==> src/rtl/spu_adsr_voice_state_pkg.sv <==
// Shared definitions for the SPU ADSR voice state bank.
// Holds the ADSR phase encoding, the countdown reload marker and the
// stored field widths used by the top and the per-voice entry.
package spu_adsr_voice_state_pkg;

  localparam int ADSR_VOL_W = 15;
  localparam int ADSR_CYC_W = 23;

  typedef enum logic [1:0] {
    ADSR_ATTACK  = 2'd0,
    ADSR_DECAY   = 2'd1,
    ADSR_SUSTAIN = 2'd2,
    ADSR_RELEASE = 2'd3
  } adsr_state_e;

  // A countdown at this value makes the update stage reload it on its next visit.
  localparam logic [ADSR_CYC_W-1:0] CHANGE_ADSR_AT = 23'd1;

endpackage

==> src/rtl/spu_adsr_voice_state_entry.sv <==
// One voice of the ADSR state bank: KON-pending, volume, phase, countdown.
// Resolves priority between CPU key events and update-stage write-back.
// Ports:
//   clk, rst            clock, async active-high reset
//   kon, koff           key-on / key-off hit for this voice (already qualified)
//   wb                  write-back targets this voice
//   upd_vol, upd_state  write-back field enables; clear_kon clears KON-pending
//   wb_state/vol/cycle  write-back data
//   nxt_*               value the entry holds after the coming edge
//                       (feeds the read muxes for write-through)
module spu_adsr_voice_state_entry
  import spu_adsr_voice_state_pkg::*;
(
  input  logic                  clk,
  input  logic                  rst,
  input  logic                  kon,
  input  logic                  koff,
  input  logic                  wb,
  input  logic                  upd_vol,
  input  logic                  upd_state,
  input  logic                  clear_kon,
  input  logic [1:0]            wb_state,
  input  logic [ADSR_VOL_W-1:0] wb_vol,
  input  logic [ADSR_CYC_W-1:0] wb_cycle,
  output logic                  nxt_kon,
  output logic [ADSR_VOL_W-1:0] nxt_vol,
  output logic [1:0]            nxt_state,
  output logic [ADSR_CYC_W-1:0] nxt_cycle
);

  logic                  kon_q;
  logic [ADSR_VOL_W-1:0] vol_q;
  logic [1:0]            state_q;
  logic [ADSR_CYC_W-1:0] cycle_q;

  // Key-off beats key-on; any key event drops the write-back entirely.
  always_comb begin
    nxt_kon   = kon_q;
    nxt_vol   = vol_q;
    nxt_state = state_q;
    nxt_cycle = cycle_q;
    if (koff) begin
      nxt_kon   = 1'b0;
      nxt_state = ADSR_RELEASE;
      nxt_cycle = CHANGE_ADSR_AT;
    end else if (kon) begin
      nxt_kon   = 1'b1;
      nxt_state = ADSR_ATTACK;
      nxt_vol   = '0;
      nxt_cycle = CHANGE_ADSR_AT;
    end else if (wb) begin
      // The update stage always supplies the already-decremented count.
      nxt_cycle = wb_cycle;
      if (upd_vol)   nxt_vol   = wb_vol;
      if (upd_state) nxt_state = wb_state;
      if (clear_kon) nxt_kon   = 1'b0;
    end
  end

  always_ff @(posedge clk or posedge rst) begin
    if (rst) begin
      kon_q   <= 1'b0;
      vol_q   <= '0;
      state_q <= ADSR_RELEASE;
      cycle_q <= '0;
    end else begin
      kon_q   <= nxt_kon;
      vol_q   <= nxt_vol;
      state_q <= nxt_state;
      cycle_q <= nxt_cycle;
    end
  end

endmodule

==> src/rtl/spu_adsr_voice_state.sv <==
// Per-voice ADSR state bank feeding the SPU envelope update stage.
// Ports:
//   i_clk, i_rst            clock, async active-high reset
//   i_reg_SPUEnable         SPU master enable (gates key-on only)
//   i_rdVoice               voice read for the update stage (1-cycle latency)
//   i_konWrite/i_koffWrite  CPU key events, i_keyMask selects voices
//   i_wbValid, i_wbVoice    update-stage write-back strobe and voice
//   i_updateADSRVolReg, i_updateADSRState, i_clearKON, i_nextAdsr*  write-back data
//   o_curr_*                registered read of i_rdVoice, write-through
//   i_cpuRdVoice, o_cpuAdsrVol  CPU volume readback, present only when
//                           SPU_ADSR_CPU_READBACK_EN is defined (else tied 0)
module spu_adsr_voice_state
  import spu_adsr_voice_state_pkg::*;
#(
  parameter int NVOICES = 24,
  parameter int VIDXW   = 5
) (
  input  logic                  i_clk,
  input  logic                  i_rst,
  input  logic                  i_reg_SPUEnable,
  input  logic [VIDXW-1:0]      i_rdVoice,
  input  logic                  i_konWrite,
  input  logic                  i_koffWrite,
  input  logic [NVOICES-1:0]    i_keyMask,
  input  logic                  i_wbValid,
  input  logic [VIDXW-1:0]      i_wbVoice,
  input  logic                  i_updateADSRVolReg,
  input  logic                  i_updateADSRState,
  input  logic                  i_clearKON,
  input  logic [1:0]            i_nextAdsrState,
  input  logic [ADSR_VOL_W-1:0] i_nextAdsrVol,
  input  logic [ADSR_CYC_W-1:0] i_nextAdsrCycle,
  output logic                  o_curr_KON,
  output logic [ADSR_VOL_W-1:0] o_curr_AdsrVOL,
  output logic [1:0]            o_curr_AdsrState,
  output logic [ADSR_CYC_W-1:0] o_curr_AdsrCycleCount,
  output logic [ADSR_VOL_W-1:0] o_cpuAdsrVol,
  input  logic [VIDXW-1:0]      i_cpuRdVoice
);

  logic                  nxt_kon   [NVOICES];
  logic [ADSR_VOL_W-1:0] nxt_vol   [NVOICES];
  logic [1:0]            nxt_state [NVOICES];
  logic [ADSR_CYC_W-1:0] nxt_cycle [NVOICES];

  for (genvar v = 0; v < NVOICES; v++) begin : g_voice
    logic kon_hit;
    logic koff_hit;
    logic wb_hit;

    assign kon_hit  = i_konWrite && i_reg_SPUEnable && i_keyMask[v];
    assign koff_hit = i_koffWrite && i_keyMask[v];
    // Out-of-range write-back voices match no entry and are dropped here.
    assign wb_hit   = i_wbValid && (i_wbVoice == VIDXW'(v));

    spu_adsr_voice_state_entry u_entry (
      .clk       (i_clk),
      .rst       (i_rst),
      .kon       (kon_hit),
      .koff      (koff_hit),
      .wb        (wb_hit),
      .upd_vol   (i_updateADSRVolReg),
      .upd_state (i_updateADSRState),
      .clear_kon (i_clearKON),
      .wb_state  (i_nextAdsrState),
      .wb_vol    (i_nextAdsrVol),
      .wb_cycle  (i_nextAdsrCycle),
      .nxt_kon   (nxt_kon[v]),
      .nxt_vol   (nxt_vol[v]),
      .nxt_state (nxt_state[v]),
      .nxt_cycle (nxt_cycle[v])
    );
  end

  logic rd_ok;
  assign rd_ok = (i_rdVoice < VIDXW'(NVOICES));

  // Reading the entries' next values gives write-through for free.
  always_ff @(posedge i_clk or posedge i_rst) begin
    if (i_rst) begin
      o_curr_KON            <= 1'b0;
      o_curr_AdsrVOL        <= '0;
      o_curr_AdsrState      <= ADSR_RELEASE;
      o_curr_AdsrCycleCount <= '0;
    end else if (rd_ok) begin
      o_curr_KON            <= nxt_kon[i_rdVoice];
      o_curr_AdsrVOL        <= nxt_vol[i_rdVoice];
      o_curr_AdsrState      <= nxt_state[i_rdVoice];
      o_curr_AdsrCycleCount <= nxt_cycle[i_rdVoice];
    end else begin
      o_curr_KON            <= 1'b0;
      o_curr_AdsrVOL        <= '0;
      o_curr_AdsrState      <= ADSR_RELEASE;
      o_curr_AdsrCycleCount <= '0;
    end
  end

`ifdef SPU_ADSR_CPU_READBACK_EN
  logic cpu_rd_ok;
  assign cpu_rd_ok = (i_cpuRdVoice < VIDXW'(NVOICES));

  always_ff @(posedge i_clk or posedge i_rst) begin
    if (i_rst)          o_cpuAdsrVol <= '0;
    else if (cpu_rd_ok) o_cpuAdsrVol <= nxt_vol[i_cpuRdVoice];
    else                o_cpuAdsrVol <= '0;
  end
`else
  logic unused_cpu_rd_voice;
  assign unused_cpu_rd_voice = ^i_cpuRdVoice;
  assign o_cpuAdsrVol        = '0;
`endif

endmodule

==> config.mk <==
export PLATFORM = sky130hd
export DESIGN_NAME = spu_adsr_voice_state
export DESIGN_NICKNAME = d
export VERILOG_FILES = /design/src/rtl/spu_adsr_voice_state_pkg.sv /design/src/rtl/spu_adsr_voice_state_entry.sv /design/src/rtl/spu_adsr_voice_state.sv
export SDC_FILE = /design/constraint.sdc
export NUM_CORES = 2
export LEC_CHECK = 0
export CAP_MARGIN = 5
export CORE_MARGIN = 2
export CORE_UTILIZATION = 56
export CTS_CLUSTER_SIZE = 25
export DETAILED_ROUTE_END_ITERATION = 7
export PLACE_DENSITY = 0.76
export SLEW_MARGIN = 20
export SYNTH_ARGS = -nofsm -noshare
export SYNTH_HDL_FRONTEND = slang
export SYNTH_SLANG_ARGS = --single-unit
==> constraint.sdc <==
create_clock -name i_clk -period 29.8 [get_ports i_clk]
set_input_delay 2.98 -clock i_clk [delete_from_list [all_inputs] [get_ports i_clk]]
set_output_delay 2.98 -clock i_clk [all_outputs]
set_load 0.05 [all_outputs]
Word level (Yosys, flattened, before mapping)

Cells that the tools add are included.

Memories kept: 0
RAM bits: 0
Bits in latches: 0
Output and inout bits: 56
Flip-flop bits (word level): 1025
Input bits: 88
ROM bits: 0

Multiply operators: 0
Reductions and logical operators: 74
Bitwise logic cells: 1
Div/mod/pow operators: 0
Order comparisons: 2
$add $sub $neg: 0
Multiplexer cells: 376
Equality and inequality tests: 23
Shifts and indexed selects: 0

Operators by type and width:

| kind                 | number |
|---|---|
| $mux W23             | 75 |
| $mux W15             | 99 |
| $mux W2              | 99 |
| $bmux W23 S5         | 1 |
| $mux W1              | 99 |
| $bmux W15 S5         | 1 |
| $logic_and A1 B1 Y1  | 73 |
| $eq A5 B4 Y1 const B | 8 |
| $eq A5 B5 Y1 const B | 8 |
| $eq A5 B3 Y1 const B | 4 |
| $bmux W2 S5          | 1 |
| $eq A5 B2 Y1 const B | 2 |
| $ge A6 B6 Y1 const B | 1 |
| $not A5 Y6           | 1 |
| $bmux W1 S5          | 1 |
| $eq A5 B1 Y1 const B | 1 |
| $logic_not A5 Y1     | 1 |
| $lt A5 B5 Y1 const B | 1 |

Longest topological paths before layout

Depth in word-level cells: 9
Mapped depth: 12
Mapped depth without buffers: 7

Modules after synthesis

A second synthesis with hierarchy kept.

Cell total of the unflattened synthesis: 4707
Area total of the unflattened synthesis: 54688.7 µm²

Modules (own cells, without submodules):

| module                     | seq. area each (µm²) | instances | area an instance (µm²) | cells an instance |
|---|---|---|---|---|
| spu_adsr_voice_state_entry | 1028.5               | 24        | 1871.8                 | 157 |
| spu_adsr_voice_state       | 1028.5               | 1         | 9765.6                 | 939 |

Least setup slack after synthesis

OpenSTA, ideal clock, no wires.

Path kind: input port to flip-flop
Start: input port i_wbVoice[0]
End: register o_curr_AdsrCycleCount[15]
Path slack: 24672 ps
Stages: 11
Data arrival time: 5033 ps
Required time: 29705 ps
Library setup time: 95 ps
Path through: buf_4 buf_6 nor4b_2 buf_2 nand2_1 buf_2 mux2i_1 o22ai_1 o22ai_1 o31a_1 o31ai_1

Cells in the longest elaborated chain, start to end: 9

RTL lines:

| item                                            | line                             | source |
|---|---|---|
| start, declared                                 | spu_adsr_voice_state.sv:26       | `input logic [VIDXW-1:0] i_wbVoice,` |
| $eq A5 B5 Y1 (tied with other cells)            | spu_adsr_voice_state.sv:54       | `assign wb_hit = i_wbValid && (i_wbVoice == VIDXW'(v));` |
| $logic_and A1 B1 Y1                             | spu_adsr_voice_state.sv:54       |  |
| $mux W23                                        | spu_adsr_voice_state_entry.sv:51 | `end else if (wb) begin` |
| $mux W23                                        | spu_adsr_voice_state_entry.sv:46 | `end else if (kon) begin` |
| $mux W23                                        | spu_adsr_voice_state_entry.sv:42 | `if (koff) begin` |
| $bmux W23 S5 (*)                                | spu_adsr_voice_state.sv:89       | `o_curr_AdsrCycleCount <= nxt_cycle[i_rdVoice];` |
| $mux W23 (not written as such) (*) (2 in a row) | spu_adsr_voice_state.sv:89       |  |
| $mux W23 (*)                                    | spu_adsr_voice_state.sv:85       | `end else if (rd_ok) begin` |
| end signal, assigned                            | spu_adsr_voice_state.sv:89       |  |
| end, declared                                   | spu_adsr_voice_state.sv:36       | `output logic [ADSR_CYC_W-1:0] o_curr_AdsrCycleCount,` |

Mark *: on every way between the ends. The rest lies on a longest branch, timed or not. The select of a mux whose other input is x is not followed.

Worst setup path after layout

Start: input port i_rdVoice[1]
End: register o_curr_AdsrVOL[14]

Cells in the longest elaborated chain, start to end: 5

RTL lines:

| item                                        | line                       | source |
|---|---|---|
| start, declared                             | spu_adsr_voice_state.sv:21 | `input logic [VIDXW-1:0] i_rdVoice,` |
| $not A5 Y6 (not written as such)            | spu_adsr_voice_state.sv:87 | `o_curr_AdsrVOL <= nxt_vol[i_rdVoice];` |
| $bmux W15 S5                                | spu_adsr_voice_state.sv:87 |  |
| $mux W15 (not written as such) (2 in a row) | spu_adsr_voice_state.sv:87 |  |
| $mux W15 (*)                                | spu_adsr_voice_state.sv:85 |  |
| end signal, assigned                        | spu_adsr_voice_state.sv:87 |  |
| end, declared                               | spu_adsr_voice_state.sv:34 | `output logic [ADSR_VOL_W-1:0] o_curr_AdsrVOL,` |

Marked as above.

==> flow_summary.yaml <==
critical_path:
  start_kind: "input pin"
  cp_cell_sequence: "buf_2, inv_2, buf_4, nand2_1, a21oi_1, a221o_1, a221oi_1, nor4_1, o2bb2ai_1"
  critPathMaxFanout: 31
  end_kind: "flip-flop"
  worst_path_largest_cell_delay_ns: 0.87
  critPathSlowestCell: "inv_2"
  crit_type: "in2reg"
  arrival_ns: 7.46
  cp.required_ns: 30.34
yosys:
  synthFlopType: "dfrtp_1"
  netlist_area_sq_um: 49770
  synth_top_area_share_pct: 49.02
  ys_warn_count: 0
  ys_seq_area_share_pct: 51.66
  yosysMostFrequentCell: "dfrtp_1"
  synth_adder_area_share_pct: 0
  synthTopCellsByCount: "dfrtp_1 (975), nand2_1 (697), nor2_1 (434)"
  synth_area_leaders: "dfrtp_1 (49%), mux2i_1 (7.7%), nand2_1 (5.3%)"
  synth-compound-area-share_pct: 20.17
  synth.area.mux_share_pct: 10.10
  synthSimpleGateAreaFrac_pct: 13.43
  syn_area_per_cell_sq_um: 10.11
  synth-xor-area-share_pct: 0
  yosysTopAreaCell: "dfrtp_1"
  synthDistinctLibCells: 98
  async_reset_ff_share_pct: 100.0
  postSynthCellCount: 4923
  synth_top_family_by_area: "compound AO/OA/AOI/OAI gates"
  synth-seq-cells: 1025
  synth-edff-count: 0
floorplanning:
  start_util_pct: 56.41
  io_pins: 144
  fp.dieW_um: 302.1
  core-area_sq_um: 88240
  rows: 109
  die_area_sq_um: 91280
  die_h_um: 302.1
pwr:
  clkPwrFrac_pct: 42.6
  internal-power_mw: 2.387
  seqPwrFrac_pct: 45.3
  ir_worst_vdd_v: 0.00005026
  p_leak_nw: 26.51
  swShare_pct: 26.85
  switching_power_mw: 0.8762
  power_density_nw_per_um2: 58.88
  p_comb_share_pct: 12.1
clocking:
  ctsHoldBuffers: 0
  cts_htree_levels: 3
  clk_pin_slew_ns: 0.06
  cts_resized: 0
  clock_latency_ns: 0.70
  cts_tree: "yes"
  cts_setup_buffers: 0
  cts_buffer_depth: 3
  cts_buffers: 105
  root_buffer: "clkbuf_16"
  clock_sinks: 1025
sta:
  maxSlewViolCount: 0
  fin_hold_ws_ns: 0.4658
  rsz0062_at_grt: "no"
  fmax_mhz: 144.6
  clock_skew_ns: 0.02610
  min_period_ns: 6.915
  slew_headroom_pct: 19.92
  setup_violations: 0
  tightest_slew_ns: 1.185
  finalSetupTns_ns: 0
  hold_violations: 0
  period_share_pct: 23.21
grt:
  antenna_found_initial: 9
  grt_use_total_pct: 38.32
  grt_max_degree: 84
  grt_pass1_vias: 42240
  grt_pass1_wl_mm: 263.5
  grt_overflow_total: 0
route:
  viasPerCell: 6.997
  dr_total_vias: 42700
  drt_iter0_markers: 5642
  routed_wl_mm: 174.9
  dr.pass1.iters: 7
  wl_per_cell_um: 28.66
  ant_nets: 0
  drc: 0
finish:
  syn_to_final_growth_pct: 11.36
  layout-drive-gt1-share_pct: 10.96
  final_nets: 4933
  fillers: 7170
  stdcell_area_sq_um: 55430
run:
  drv_cap: 0
placement:
  place_area_sq_um: 51730
  gp_congestion: 1.029
  hpwl_mm: 109.8
  portBuffers: 123
outcome:
  status: "complete, no violations"
hold_path:
  worstHoldPathType: "reg2reg"
-- state kept, by name, indices dropped and copies added (netlist names) --
signal / count
o_curr_AdsrCycleCount: 23
g_voice.u_entry.vol_q: 360
g_voice.u_entry.cycle_q: 552
o_curr_AdsrVOL: 15
o_curr_KON: 1
g_voice.u_entry.kon_q: 24
o_curr_AdsrState: 2
g_voice.u_entry.state_q: 48
-- stage by stage --
| step | total power, mW | utilization (%) | std cells | worst slack [ns] |
|---|---|---|---|---|
| detailed placement | 1.881 | 58.63 | 5903 | 22.43 |
| CTS | 3.256 | 62.75 | 6094 | 23.14 |
| floorplan | 1.745 | - | 4937 | 12.73 |
| global placement | 1.872 | 58.62 | 5903 | 22.44 |
| finish | 3.264 | 62.82 | 6102 | 22.88 |
| global route | 3.353 | 62.80 | 6096 | 22.96 |
-- worst paths after layout --
path | startpoint | to | slack [ns] | cells after the start
max in group asynchronous | i_rst | g_voice[1].u_entry.vol_q[2] | 23.89 | 5
worst max register to register | g_voice[12].u_entry.kon_q | o_curr_KON | 27.23 | 5
worst max-delay path | i_rdVoice[1] | o_curr_AdsrVOL[14] | 22.88 | 9
worst min register to register | g_voice[12].u_entry.vol_q[0] | g_voice[12].u_entry.vol_q[0] | 0.47 | 2
worst min-delay path | g_voice[12].u_entry.vol_q[0] | g_voice[12].u_entry.vol_q[0] | 0.47 | 2
min in group asynchronous | i_rst | g_voice[18].u_entry.cycle_q[16] | 2.83 | 2
-- cells in the final DEF, fill, tap and decap left out, types with 15 or more instances in the layout --
| cell type | Yosys | final |
|---|---|---|
| nor2_1 | 434 | 426 |
| a221o_1 | 78 | 78 |
| clkbuf_1 | 343 | 24 |
| a22oi_1 | 47 | 47 |
| nand2_1 | 697 | 697 |
| nor4_1 | 29 | 29 |
| o211ai_1 | 29 | 29 |
| mux2i_1 | 384 | 384 |
| a221oi_1 | 42 | 42 |
| nand2b_1 | 24 | 24 |
| o2bb2ai_1 | 16 | 16 |
| o21ai_1 | 32 | 30 |
| dfrtp_1 | 975 | 975 |
| dfstp_2 | 50 | 50 |
| nand3_1 | 66 | 66 |
| clkbuf_16 | 0 | 109 |
| or2_2 | 22 | 22 |
| a21oi_1 | 282 | 282 |
| nand4_1 | 27 | 27 |
| a211oi_1 | 31 | 28 |
| a31oi_1 | 27 | 27 |
| clkinv_2 | 0 | 16 |
| a22o_1 | 243 | 243 |
| clkbuf_8 | 0 | 26 |
| o221ai_1 | 68 | 68 |
| nor3_1 | 20 | 16 |
| inv_1 | 51 | 48 |
| and3_1 | 47 | 47 |
| and2_1 | 41 | 36 |
| conb_1 | 1 | 15 |
| o22ai_1 | 128 | 128 |
| buf_4 | 27 | 165 |
| mux4_2 | 48 | 48 |
| o21a_1 | 16 | 16 |
| o21ai_0 | 205 | 202 |
| o31ai_1 | 18 | 18 |
| clkdlybuf4s50_1 | 0 | 119 |
-- cell families (layout without fill, tap and decap cells) --
group / count (synthesis) / count (layout)
flip-flops: 1025 / 1025
multiplexers: 441 / 441
AO/OA/AOI/OAI: 1406 / 1406
buffers and inverters: 543 / 535
other: 1 / 23
AND/OR/NAND/NOR: 1507 / 1507
-- critical path: cells and delay by family --
| kind | cells | cell delay (ns) |
|---|---|---|
| AO/OA/AOI/OAI | 4 | 1.54 |
| AND/OR/NAND/NOR | 2 | 1.03 |
| buffers and inverters | 3 | 1.85 |
-- per-layer routing --
| layer | global-route usage, % | up-vias | share of wire (%) |
|---|---|---|---|
| li1 | - | 17750 | - |
| met1 | 50.38 | 21270 | 37 |
| met2 | 56.69 | 2946 | 44 |
| met3 | 9.402 | 732 | 12 |
| met4 | 25.53 | 2 | 7.8 |
| met5 | 0 | - | 0.0092 |
-- power by group through the flow --
stage | sequential [mW] | clock (mW) | combinational, mW
after floorplan | 1.52 | 0 | 0.226
after global placement | 1.50 | 0 | 0.373
after detailed placement | 1.50 | 0 | 0.379
after CTS | 1.48 | 1.40 | 0.382
after global routing | 1.48 | 1.46 | 0.415
final | 1.48 | 1.39 | 0.395
-- area by class of cell --
cell class | count | area, sq um | share of cell area, %
flip-flops and latches | 1025 | 25710 | 46.39
multi-input cells | 3369 | 21920 | 39.54
clock buffers | 159 | 3176 | 5.729
repair buffers | 289 | 2467 | 4.452
well taps | 1165 | 1458 | 2.630
clock inverters | 32 | 462.9 | 0.8352
inverters | 55 | 212.7 | 0.3838
diodes | 8 | 20.02 | 0.03612
No activity file was read; power rests on OpenSTA's default activity.
